`config.mk`:
```
export PLATFORM = sky130hd
export DESIGN_NAME = hack_pc_fetch
export DESIGN_NICKNAME = d
export VERILOG_FILES = /design/src/rtl/hack_pkg.sv /design/src/rtl/hack_jump_cond.sv /design/src/rtl/hack_reg.sv /design/src/rtl/hack_pc_fetch.sv
export SDC_FILE = /design/constraint.sdc
export NUM_CORES = 1
export LEC_CHECK = 0
export CAP_MARGIN = 20
export CORE_MARGIN = 5
export CORE_UTILIZATION = 37
export DETAILED_ROUTE_END_ITERATION = 8
export HOLD_SLACK_MARGIN = 0.03
export PLACE_DENSITY = 0.74
export SETUP_SLACK_MARGIN = 0.2
export SLEW_MARGIN = 20
export SYNTH_ARGS = -nofsm -noshare
export SYNTH_HDL_FRONTEND = slang
export SYNTH_HIERARCHICAL = 1
export SYNTH_SLANG_ARGS = --single-unit
export TNS_END_PERCENT = 10
```
`constraint.sdc`:
```
create_clock -name clk -period 1.99 [get_ports clk]
set_input_delay 0.597 -clock clk [delete_from_list [all_inputs] [get_ports clk]]
set_output_delay 0.597 -clock clk [all_outputs]
set_load 0.02 [all_outputs]
```
`src/rtl/hack_pkg.sv`:
```
// hack_pkg: shared word width, fetch states and jump bit positions for the Hack CPU
package hack_pkg;
  localparam int WORD_W = 16;
  localparam int J_LT = 2;
  localparam int J_EQ = 1;
  localparam int J_GT = 0;
  typedef enum logic [1:0] {RST, FETCH, HOLD} fetch_state_t;
endpackage

```
`src/rtl/hack_jump_cond.sv`:
```
// hack_jump_cond: decides whether a C-instruction jump is taken from j1 j2 j3 and ALU flags
module hack_jump_cond import hack_pkg::*; (
  input  logic       jump_en,
  input  logic [2:0] jump_bits,
  input  logic       zr,
  input  logic       ng,
  output logic       take
);
  assign take = jump_en & ((jump_bits[J_LT] & ng) | (jump_bits[J_EQ] & zr) |
                           (jump_bits[J_GT] & ~ng & ~zr));
endmodule

```
`src/rtl/hack_reg.sv`:
```
// hack_reg: load-enabled register with synchronous active-low reset to INIT
module hack_reg #(
  parameter int W = 16,
  parameter logic [W-1:0] INIT = '0
) (
  input  logic         clk,
  input  logic         reset_n,
  input  logic         ld,
  input  logic [W-1:0] d,
  output logic [W-1:0] q
);
  always_ff @(posedge clk)
    if (!reset_n) q <= INIT;
    else if (ld) q <= d;
endmodule

```
`src/rtl/hack_pc_fetch.sv`:
```
// hack_pc_fetch: Hack PC and instruction fetch stage, ROM req/ack in, valid/ready out
module hack_pc_fetch import hack_pkg::*; #(
  parameter int WIDTH = WORD_W,
  parameter logic [WIDTH-1:0] RESET_ADDR = '0
) (
  input  logic             clk,
  input  logic             reset_n,
  output logic             rom_req,
  output logic [WIDTH-1:0] rom_addr,
  input  logic             rom_ack,
  input  logic [WIDTH-1:0] rom_data,
  output logic [WIDTH-1:0] instr_out,
  output logic             instr_valid,
  input  logic             instr_ready,
  input  logic             jump_en,
  input  logic [2:0]       jump_bits,
  input  logic             zr,
  input  logic             ng,
  input  logic [WIDTH-1:0] a_in,
  output logic [WIDTH-1:0] pc_out
);
  fetch_state_t state;
  logic take, pc_ld, ir_ld;
  logic [WIDTH-1:0] next_pc;
  assign ir_ld = state == FETCH && rom_ack;
  assign pc_ld = state == HOLD && instr_ready;
  assign next_pc = take ? a_in : pc_out + WIDTH'(1);
  assign rom_addr = pc_out;
  hack_jump_cond u_cond (
    .jump_en(jump_en), .jump_bits(jump_bits), .zr(zr), .ng(ng), .take(take)
  );
  hack_reg #(.W(WIDTH), .INIT(RESET_ADDR)) u_pc (
    .clk(clk), .reset_n(reset_n), .ld(pc_ld), .d(next_pc), .q(pc_out)
  );
  hack_reg #(.W(WIDTH), .INIT('0)) u_ir (
    .clk(clk), .reset_n(reset_n), .ld(ir_ld), .d(rom_data), .q(instr_out)
  );
  // rom_req and instr_valid are registered copies of the next state's membership
  always_ff @(posedge clk)
    if (!reset_n) begin
      state       <= RST;
      rom_req     <= 1'b0;
      instr_valid <= 1'b0;
    end else begin
      state       <= state == RST   ? FETCH :
                     state == FETCH ? (rom_ack ? HOLD : FETCH) :
                     state == HOLD  ? (instr_ready ? FETCH : HOLD) : RST;
      rom_req     <= state == RST || pc_ld || (state == FETCH && !rom_ack);
      instr_valid <= ir_ld || (state == HOLD && !instr_ready);
    end
endmodule

```
### Word level (Yosys, flattened, before mapping)

Cells that the tools add are included.

| operators by class | value |
|---|---|
| eq/ne operators | 2 |
| reduce and logical (&&, ||, !) cells | 11 |
| bitwise logic cells | 10 |
| add/subtract/negate cells | 1 |
| mux-type cells | 6 |

Operators by type and width:

| cell | number |
|---|---|
| adder 16 x 1 -> 16 bit (second input constant) | 1 |
| two-way mux 16 bit | 1 |
| two-way mux 2 bit | 4 |
| bitwise AND 1 bit | 5 |
| logical AND 1 bit | 4 |
| logical OR 1 bit | 3 |
| inverter 1 bit | 3 |
| equality test 2 x 1 -> 1 bit (second input constant) | 1 |
| equality test 2 bit (second input constant) | 1 |
| logical NOT 1 bit | 2 |
| logical NOT 2 bit | 1 |
| bitwise OR 1 bit | 2 |
| OR reduction 2 bit | 1 |
| two-way mux 1 bit | 1 |

| storage, ports and cells | value |
|---|---|
| register bits after elaboration | 36 |
| word-level logic and storage cells | 36 |
| input bits | 42 |

### Longest topological paths before layout

Gate-level depths: netlist (run 1).

| logic depth | value |
|---|---|
| depth in word-level cells | 6 |
| depth in mapped cells | 8 |
| depth with buffers taken out | 7 |

### By module

Netlist (run 1), hierarchy kept.

Modules (own cells, without submodules):

| module | times used | cells an instance | area an instance (µm²) |
|---|---|---|---|
| hack_reg | 2 | 51 | 615.6 |
| hack_pc_fetch | 1 | 103 | 733.2 |
| hack_jump_cond | 1 | 3 | 23.8 |

### Least setup slack after synthesis (run 1)

Ideal clock, no wire load.

| timing | value |
|---|---|
| kind | in2reg |
| start point | in ng |
| end point | reg u_pc.q[5] |
| arrival time | 1.982 ns |
| setup time | 0.065 ns |
| buffers on the path | 2 |
| setup slack | -0.057 ns |
| cell stages on the path | 8 |
| cells stage by stage | or3b_1 -> a21boi_1 -> clkbuf_1 -> clkbuf_1 -> nand2_1 -> o21ai_0 -> mux2i_1 -> nor2b_1 |

| between the ends | value |
|---|---|
| cells in the longest elaborated chain, start to end | 6 |

Ends and longest elaborated chain:

| what | RTL line | source |
|---|---|---|
| start: declaration | hack_pc_fetch.sv:18 | `input logic ng,` |
| inverter 1 bit | hack_jump_cond.sv:10 | `(jump_bits[J_GT] & ~ng & ~zr));` |
| bitwise AND 1 bit (2 in series) | hack_jump_cond.sv:10 |  |
| bitwise OR 1 bit (*) | hack_jump_cond.sv:9 | `assign take = jump_en & ((jump_bits[J_LT] & ng) \| (jump_bits[J_EQ] & zr) \|` |
| bitwise AND 1 bit (*) | hack_jump_cond.sv:9 |  |
| named net take | hack_pc_fetch.sv:23 | `logic take, pc_ld, ir_ld;` |
| two-way mux 16 bit (*) | hack_pc_fetch.sv:27 | `assign next_pc = take ? a_in : pc_out + WIDTH'(1);` |
| named net next_pc[5] | hack_pc_fetch.sv:24 | `logic [WIDTH-1:0] next_pc;` |
| end signal: assignment | hack_reg.sv:13 | `if (!reset_n) q <= INIT;` |
| end signal: assignment | hack_reg.sv:14 | `else if (ld) q <= d;` |
| end: declaration | hack_reg.sv:10 | `output logic [W-1:0] q` |

The timed path passes the listed nets; every way through them passes the cells marked *.
A chain may end at the register's enable or synchronous reset.

### Worst setup path in the final report (run 1)

| timing | value |
|---|---|
| start point | reg u_pc.q[0] |
| end point | out rom_addr[0] |

RTL lines:

| what | RTL line | source |
|---|---|---|
| end: declaration | hack_pc_fetch.sv:9 | `output logic [WIDTH-1:0] rom_addr,` |

No word-level cell between the ends.

==> impl_metrics.csv, run 1 <==
group,metric,value,unit
outcome,status,"complete, no violations",
placed_design,portBuffers,91,
floorplan,core_area,5170,sq um
sta,drv_slew,0,
clock_tree,path_clk_slew,0.07,ns
detailed_routing,postRouteAntennaNets,0,
worst_setup_path,crit_cells,2,
yosys,synth_seq_cells,36,
yosys,synth_area,1990,sq um
clock_tree,cts_buffer_depth,2,
detailed_routing,dr.pass1.iters,4,
worst_setup_path,cp-end-kind,"primary output",
yosys,synth_top_family_by_area,"simple AND/OR/NAND/NOR gates",
sta,setup_slack,0.238,ns
placed_design,gp_congestion,0.741,
worst_setup_path,critPathKind,"reg -> out",
global_route,grt_max_degree,37,
global_route,grt_remaining_overflow,0,
final_layout,nets,340,
sta,period_share,0.881,
yosys,ys_types,30,
clock_tree,clock-root-buffer,"clkbuf_8",
sta,fin_tns_setup,0,ns
worst_setup_path,critPathMaxStageDelay,0.38,ns
clock_tree,cts.sink_count,36,
yosys,yosysWarningCount,6,
worst_setup_path,start_kind,"flop",
detailed_routing,wl,5070,um
final_layout,antenna_cells,0,
detailed_routing,via_per_inst,4.67,
placed_design,pre_cts_ws,-0.389,ns
sta,max_slew_margin,0.799,
detailed_routing,drtIter0Drc,38,
yosys,yosys.area_share.simple,0.235,
pwr,p_per_area,550,nW/um^2
placed_design,place_inst,357,
yosys,syn_inst,208,
floorplan,io_pins,92,
worst_setup_path,ff2ff_path_depth,6,
global_route,grt_pass1_vias,1764,
worst_setup_path,cpMaxStageDelayCell,"dfxtp_4",
final_layout,fin_util,0.588,
yosys,synth-seq-area-share,0.362,
worst_setup_path,crit_family,"buffers and inverters",
yosys,synthMuxAreaShare,0.178,
yosys,synth-xor-area-share,0.0617,
sta,hold_violations,0,
final_layout,layout-drive-gt1-share,0.154,
placed_design,dpl.hpwl,3750,um
floorplan,start_util,0.384,
global_route,antenna_found_initial,0,
clock_tree,cts_max_level,2,
floorplan,die-area,6940,sq um
sta,worstMarginPinSlew,0.302,ns
clock_tree,cts_tree,"built",
sta,grt_setup_unrepaired,"yes",
worst_setup_path,path_buf_inv,2,
floorplan,rows,26,
yosys,syn_area_per_cell,9.56,sq um
final_layout,area.growth.synth_to_final,52.9,%
yosys,synth_compound_area_frac,0.0510,
floorplan,die_h,83.3,um
clock_tree,cts_made_buffers,5,
pwr,ir_worst_vdd,0.000466,V
clock_tree,clkLatencyLatePin,0.29,ns
yosys,synth_fa_ha_area_frac,0.00629,
final_layout,fin_area,3040,sq um
sta,final-setup-viol-count,0,
detailed_routing,drc,0,
sta,timing.fmax,0.571,GHz
worst_setup_path,cp.arrival,1.16,ns
detailed_routing,wl_per_cell,13.8,um
worst_setup_path,worstPathMaxFanout,4,
placed_design,placed_area,2910,sq um
yosys,mappedNetlistNets,251,
global_route,track_usage,0.147,
detailed_routing,dr_total_vias,1720,
sta,final.setup_skew,0.00328,ns
pwr,p_leak,1.33,nW
sta,whs,0.517,ns
pwr,finalPower,1.67,mW
sta,min_period,1.75,ns
clock_tree,holdBufCountCts,0,
final_layout,stdcell_count,368,
worst_setup_path,cp.required,1.39,ns
min_path,whs_path_depth,2,
min_path,min_path_type,"reg -> reg",
worst_setup_path,worstPathCellList,"buf_4 -> dlygate4sd2_1",
global_route,grt_pass1_wl,8420,um
run,drv_cap,0,
final_layout,nFillCells,477,
floorplan,die_w,83.3,um
## placed cells by master (no fill, tap or decap), types with 3 or more instances in the layout
cell	netlist	routed
nand4_1	4	4
dfxtp_2	0	3
mux2_4	0	3
xnor2_1	7	7
dfxtp_1	36	32
o21ai_1	5	6
nor2b_1	33	33
xor2_1	7	7
clkbuf_8	0	5
mux2i_1	32	32
clkdlybuf4s50_1	0	36
o21ai_0	8	7
nand2_1	18	18
dlygate4sd2_1	0	50
nand3_1	5	5
buf_4	16	12
nor3_1	4	4
## worst register-to-register path: stages, from the launching register on
cell and delay (ns):
dfxtp_1 0.49, nand4_4 0.18, nor4_4 0.33, xor2_1 0.11, mux2_4 0.28, mux2i_1 0.13, nor2b_1 0.06
## repair_timing
action / CTS / global route
buffers inserted: 0 / 3
pin swaps: 3 / 5
endpoints found under the hold margin: 0 / 0
gates resized for setup: 66 / 13
gates cloned: 0 / 0
endpoints found under the setup margin: 66 / 20
## path summary, 6_finish.rpt
| kind | startpoint | to | slack (ns) |
|---|---|---|---|
| max reg2reg | u_pc/q[9] | u_pc/q[15] | 0.32 |
| min reg2reg | u_ir/q[3] | u_ir/q[3] | 0.52 |
| max | u_pc/q[0] | rom_addr[0] | 0.24 |
| min | u_ir/q[3] | u_ir/q[3] | 0.52 |
## cell families after synthesis
family / Yosys count
AND/OR/NAND/NOR: 77
AO/OA/AOI/OAI: 18
flip-flops: 36
XOR/XNOR: 14
buffers and inverters: 27
multiplexers: 35
adder cells (fa/ha/maj): 1
## power by group
part	total (mW)	switching (mW)	internal (mW)
Clock	0.643	0.273	0.371
Combinational	0.272	0.113	0.158
Sequential	0.756	0.0138	0.742
Total	1.67	0.400	1.27
## routing by layer
metal  wire, um  vias to the layer above  global-route usage  share of wire
met1       2140                      785               0.169           0.42
met5          0                        -                   0              0
met4        133                        0              0.0579          0.026
met2       2430                       54               0.249           0.48
met3        356                       10              0.0525          0.070
li1           -                      871                   -              -
## sequential cells by signal, indices dropped and copies added, names as in the netlist
| name | cells |
|---|---|
| u_pc/q | 16 |
| u_ir/q | 16 |
| state | 2 |
| instr_valid | 1 |
| rom_req | 1 |
## area by class of cell
cell class	instances	area [sq um]	area share
timing repair buffer	107	991	0.326
inverter	2	7.51	0.00247
tap	70	87.6	0.0288
multi-input combinational	145	1110	0.366
clock inverter	3	42.5	0.0140
sequential	36	728	0.240
clock buffer	5	68.8	0.0226
## cells in the mapped netlist (all sizes together)
cell     n  area (sq um)
a21boi   1          7.51
a22oi    1          7.51
and2     2          12.5
and3b    1          8.76
and4     2          20.0
buf     20           183
clkbuf   5          18.8
dfxtp   36           721
ha       1          12.5
inv      2          7.51
mux2     3          33.8
mux2i   32           320
nand2   18          67.6
nand3    5          25.0
nand4    6          50.0
nor2     1          3.75
nor2b   33           206
nor3     4          20.0
nor3b    1          7.51
nor4     3          37.5
o21a     2          15.0
o21ai   13          65.1
o22ai    1          6.26
or3b     1          8.76
xnor2    7          61.3
xor2     7          61.3
Power figures use the tool's default switching activity.
==> run 2: changes to the inputs <==
ABC_AREA = 1   (was unset)
CORE_UTILIZATION = 39   (was 37)
PLACE_DENSITY = 0.75   (was 0.74)
==> impl_metrics.csv, run 2 <==
group,metric,value,unit
worst_setup_path,cp.required,1.39,ns
yosys,synth-seq-area-share,0.323,
final_layout,nFillCells,572,
worst_setup_path,path_buf_inv,1,
placed_design,placed_area,3110,sq um
min_path,min_path_type,"reg -> reg",
worst_setup_path,r2r_setup_slack,0.46,ns
placed_design,pre_cts_ws,-0.187,ns
yosys,synthTopCellsByArea,"dfxtp_1 32%, nand2_1 20%, nor2_1 12%, inv_1 8.6%, buf_4 6.1%",
final_layout,area.growth.synth_to_final,43.9,%
yosys,syn_inst,362,
yosys,synth_area_leader_cell,"dfxtp_1",
sta,grt_setup_unrepaired,"yes",
placed_design,gp_congestion,0.803,
global_route,grt_pass1_wl,9110,um
floorplan,die_w,85.7,um
run,drv_cap,0,
sta,whs,0.466,ns
final_layout,fin_util,0.580,
global_route,grt_remaining_overflow,0,
global_route,gr-usage-met2,0.270,
global_route,busiest_layer,"met2",
yosys,yosysMostFrequentCell,"nand2_1",
yosys,synth_edf_count,0,
global_route,antenna_found_initial,0,
global_route,grt_util_met1,0.157,
placed_design,portBuffers,91,
clock_tree,cts.sink_count,36,
detailed_routing,wl_per_cell,11.0,um
final_layout,top_regs,"u_ir/q: 16 flops, u_pc/q: 16 flops, state: 2 flops",
yosys,synth_top_area_frac,0.323,
detailed_routing,drc,0,
worst_setup_path,critPathKind,"reg -> out",
yosys,ys_types,28,
pwr,p_sw_frac,0.278,
sta,max_slew_margin,0.810,
sta,min_period,1.77,ns
floorplan,rows,27,
sta,hold_violations,0,
clock_tree,holdBufCountCts,0,
pwr,internal-power,1.27,mW
sta,final-setup-viol-count,0,
yosys,syn_area_per_cell,6.17,sq um
floorplan,core_area,5540,sq um
final_layout,antenna_cells,0,
floorplan,start_util,0.403,
sta,timing.fmax,0.566,GHz
pwr,seqPwrFrac,0.448,
worst_setup_path,critPathMaxStageDelay,0.59,ns
pwr,ir_worst_vdd,0.000412,V
sta,setup_slack,0.223,ns
global_route,grt_max_degree,35,
clock_tree,clkLatencyLatePin,0.28,ns
detailed_routing,postRouteAntennaNets,0,
final_layout,nets,488,
detailed_routing,drtIter0Drc,120,
floorplan,io_pins,92,
global_route,grt_util_met3,0.0865,
worst_setup_path,cp-end-kind,"primary output",
pwr,p_leak,1.69,nW
pwr,p_per_area,546,nW/um^2
global_route,grt_pass1_vias,2077,
yosys,yosysWarningCount,6,
detailed_routing,via_per_inst,4.42,
clock_tree,path_clk_slew,0.07,ns
clock_tree,cts_max_level,2,
floorplan,die_h,85.7,um
clock_tree,clock-root-buffer,"clkbuf_8",
sta,drv_slew,0,
clock_tree,cts_made_buffers,5,
worst_setup_path,crit_family,"buffers and inverters",
yosys,synthFlopType,"dfxtp_1",
yosys,async_reset_ff_frac,0,
detailed_routing,dr_total_vias,2283,
yosys,mappedNetlistNets,405,
sta,final.setup_skew,0.00836,ns
final_layout,mostFrequentLayoutCells,"116 x nand2_1, 68 x nor2_1, 49 x dlygate4sd2_1, 48 x inv_1",
final_layout,mostFrequentLayoutCell,"nand2_1",
detailed_routing,wl,5710,um
worst_setup_path,start_kind,"flop",
final_layout,layout-drive-gt1-share,0.103,
worst_setup_path,worstPathMaxFanout,1,
floorplan,die-area,7340,sq um
worst_setup_path,cp.arrival,1.17,ns
placed_design,dpl.hpwl,4220,um
worst_setup_path,cpMaxStageDelayCell,"clkdlybuf4s50_1",
pwr,p_comb_frac,0.234,
final_layout,fin_area,3210,sq um
pwr,clkPwrFrac,0.318,
yosys,synth_area,2230,sq um
clock_tree,cts_tree,"built",
clock_tree,cts_buffer_depth,2,
pwr,switching_power,0.488,mW
yosys,yosys-top-cells-count,"116 x nand2_1, 69 x nor2_1, 51 x inv_1",
yosys,synth_seq_cells,36,
detailed_routing,dr.pass1.iters,4,
outcome,status,"complete, no violations",
worst_setup_path,worstPathCellList,"clkdlybuf4s50_1",
sta,worstMarginPinSlew,0.284,ns
sta,period_share,0.888,
global_route,track_usage,0.151,
-- run 2: worst paths after layout --
path | from | end | depth (start not counted)
setup / recovery | rom_req | rom_req | 1
hold / removal | u_ir/q[9] | u_ir/q[9] | 2
setup reg to reg | u_pc/q[0] | u_pc/q[8] | 12
hold reg to reg | u_ir/q[9] | u_ir/q[9] | 2
-- run 2: what timing repair did --
action | CTS | global route
setup buffers | 0 | 1
hold endpoints to repair | 0 | 0
cloned | 0 | 1
setup endpoints to repair | 61 | 17
gates resized for setup | 53 | 11
pin swaps | 0 | 6
-- run 2: area by class of cell --
class	instances	area [sq um]	share of cell area
Clock buffer	7	96.3	0.0300
Inverter	52	198	0.0615
Multi-Input combinational cell	245	1100	0.341
Sequential cell	36	721	0.224
Tap cell	72	90.1	0.0280
Timing Repair Buffer	105	1010	0.315
-- run 2: cell families (layout without fill, tap and decap cells) --
kind of cell             after synthesis  in the layout  synth area share
AND/OR/NAND/NOR                      222            222             0.410
XOR/XNOR                               4              4            0.0157
buffers and inverters                 81            164             0.194
adder cells (fa/ha/maj)                1              1           0.00560
flip-flops                            36             36             0.323
AO/OA/AOI/OAI                         18             18            0.0510
-- run 2: worst register-to-register path, stage by stage, from the launching register on --
cell     delay, ns
dfxtp_1       0.35
buf_4         0.14
ha_1          0.18
nand3_1       0.14
inv_2         0.14
nand2_2       0.08
xnor2_1       0.13
nand2_1       0.06
nand2_1       0.05
inv_1         0.03
nand2_1       0.04
nand2_1       0.04
nor2_1        0.08
-- run 2: per-layer routing --
metal  vias up  part of all wire
met5         -                 0
met4         0            0.0030
met3         4              0.14
met2        80              0.47
met1       980              0.39
li1       1219                 -
-- run 2: stage by stage --
stage | TNS [ns] | power (mW) | std cells
2_1_floorplan | 0 | 1.04 | 362
3_3_place_gp | -1.04 | 1.22 | 508
3_5_place_dp | -1.73 | 1.23 | 508
4_1_cts | 0 | 1.77 | 515
5_1_grt | 0 | 1.86 | 517
6_report | 0 | 1.76 | 517
-- run 2: power by group through the flow --
stage                     Combinational, mW  Clock [mW]  Sequential [mW]
after detailed placement              0.426           0            0.805
after global placement                0.422           0            0.802
final                                 0.410       0.558            0.786
after floorplan                       0.191           0            0.849
after CTS                             0.403       0.585            0.786
after global routing                  0.453       0.617            0.793
==> run 3: changes to the inputs <==
CORE_MARGIN = 2   (was 5)
==> impl_metrics.csv, run 3 (synthesis results as in run 2) <==
group,metric,value,unit
worst_setup_path,start_kind,"flop",
sta,grt_setup_unrepaired,"yes",
worst_setup_path,critPathMaxStageDelay,0.48,ns
worst_setup_path,r2r-end,"u_pc/q[8]",
worst_setup_path,crit_start,"u_pc/q[4]",
worst_setup_path,path_buf_inv,1,
floorplan,rows,27,
floorplan,io_pins,92,
floorplan,die_h,79.7,um
floorplan,die-area,6340,sq um
sta,whs,0.467,ns
detailed_routing,wl_per_cell,10.2,um
worst_setup_path,worstPathCellList,"dlygate4sd2_1",
floorplan,die_w,79.7,um
final_layout,mostFrequentLayoutCell,"nand2_1",
worst_setup_path,cp.required,1.39,ns
sta,final.setup_skew,0.00567,ns
worst_setup_path,critPathKind,"reg -> out",
global_route,track_usage,0.167,
detailed_routing,dr.pass1.iters,4,
sta,hold_violations,0,
clock_tree,cts_buffer_depth,2,
clock_tree,holdBufCountCts,0,
sta,period_share,0.876,
clock_tree,cts_tree,"built",
final_layout,mostFrequentLayoutCells,"116 x nand2_1, 68 x nor2_1, 50 x dlygate4sd2_1, 49 x inv_1",
clock_tree,cts.sink_count,36,
detailed_routing,drc,0,
final_layout,seq_area,721,sq um
pwr,p_leak,1.69,nW
clock_tree,cts_made_buffers,5,
sta,setup_slack,0.246,ns
final_layout,antenna_cells,0,
placed_design,portBuffers,91,
placed_design,gp_congestion,0.837,
final_layout,nets,489,
final_layout,layout-drive-gt1-share,0.107,
worst_setup_path,cpMaxStageDelayCell,"dfxtp_1",
global_route,grt_pass1_vias,2128,
worst_setup_path,cp-end-kind,"primary output",
worst_setup_path,r2r_setup_slack,0.46,ns
final_layout,nFillCells,559,
final_layout,top_regs,"u_ir/q: 16 flops, u_pc/q: 16 flops, state: 2 flops",
detailed_routing,drtIter0Drc,98,
floorplan,core_area,5510,sq um
floorplan,start_util,0.405,
sta,timing.fmax,0.573,GHz
worst_setup_path,crit_cells,1,
clock_tree,clock-root-buffer,"clkbuf_8",
run,drv_cap,0,
worst_setup_path,ff2ff_path_depth,12,
worst_setup_path,cp.arrival,1.15,ns
detailed_routing,via_per_inst,4.40,
global_route,grt_max_degree,35,
pwr,ir_worst_vdd,0.000388,V
clock_tree,path_clk_slew,0.07,ns
detailed_routing,postRouteAntennaNets,0,
pwr,p_per_area,568,nW/um^2
clock_tree,clkLatencyLatePin,0.29,ns
sta,worstMarginPinSlew,0.277,ns
worst_setup_path,crit_path_end,"pc_out[4]",
sta,min_period,1.74,ns
placed_design,pre_cts_ws,-0.168,ns
global_route,grt_pass1_wl,8580,um
detailed_routing,wl,5290,um
worst_setup_path,worstPathMaxFanout,7,
sta,drv_slew,0,
outcome,status,"complete, no violations",
clock_tree,cts_max_level,2,
placed_design,dpl.hpwl,3820,um
detailed_routing,dr_total_vias,2282,
worst_setup_path,r2r-start,"u_pc/q[0]",
worst_setup_path,crit_family,"flip-flops",
sta,final-setup-viol-count,0,
final_layout,area.growth.synth_to_final,44.5,%
global_route,grt_remaining_overflow,0,
sta,max_slew_margin,0.815,
min_path,min_path_type,"reg -> reg",
final_layout,multi_input_area,1100,sq um
global_route,antenna_found_initial,0,
==> run 3: layout make-up <==
cell class,instances,share of cell area
tap,72,0.0279
timing repair buffer,106,0.311
inverter,52,0.0613
clock buffer,5,0.0213
clock inverter,3,0.0132
sequential,36,0.224
multi-input combinational,245,0.341
==> run 3: through the flow <==
step,instance area [sq um],power (mW),TNS (ns),util,instances
floorplan,2230,1.04,0,-,362
global placement,3110,1.22,-1.03,0.565,508
detailed placement,3110,1.23,-1.70,0.565,508
global route,3220,1.94,0,0.586,519
finish,3220,1.83,0,0.586,519
CTS,3160,1.85,0,0.575,516
==> run 3: worst min-delay path by stage <==
stage | startpoint | endpoint | slack, ns | cells after the start
3_5_place_dp | u_ir/q[1] | u_ir/q[1] | 0.46 | 2
6_report | u_ir/q[1] | u_ir/q[1] | 0.47 | 2
2_1_floorplan | state[1] | rom_req | 0.51 | 2
3_3_place_gp | u_ir/q[1] | u_ir/q[1] | 0.46 | 2
4_1_cts | u_ir/q[1] | u_ir/q[1] | 0.47 | 2
5_1_grt | u_ir/q[11] | u_ir/q[11] | 0.50 | 2
==> run 3: metal layers <==
layer | global-route usage | share of wire | up-vias
li1 | - | - | 1222
met1 | 0.182 | 0.42 | 967
met2 | 0.295 | 0.47 | 86
met3 | 0.0611 | 0.099 | 7
met4 | 0.0569 | 0.010 | 0
met5 | 0 | 0 | -
==> run 3: report_power, final <==
group | total [mW] | internal, mW | leakage [nW] | switching [mW]
combinational | 0.400 | 0.192 | 1.34 | 0.208
clock | 0.645 | 0.371 | 0.0541 | 0.274
sequential | 0.786 | 0.760 | 0.294 | 0.0262
total | 1.83 | 1.32 | 1.69 | 0.508
==> run 3: timing repair <==
action,in CTS,in global routing
gates cloned,0,1
endpoints found under the hold margin,0,0
pin swaps,0,7
setup endpoints to repair,61,16
buffers inserted,0,2
gates resized for setup,52,13
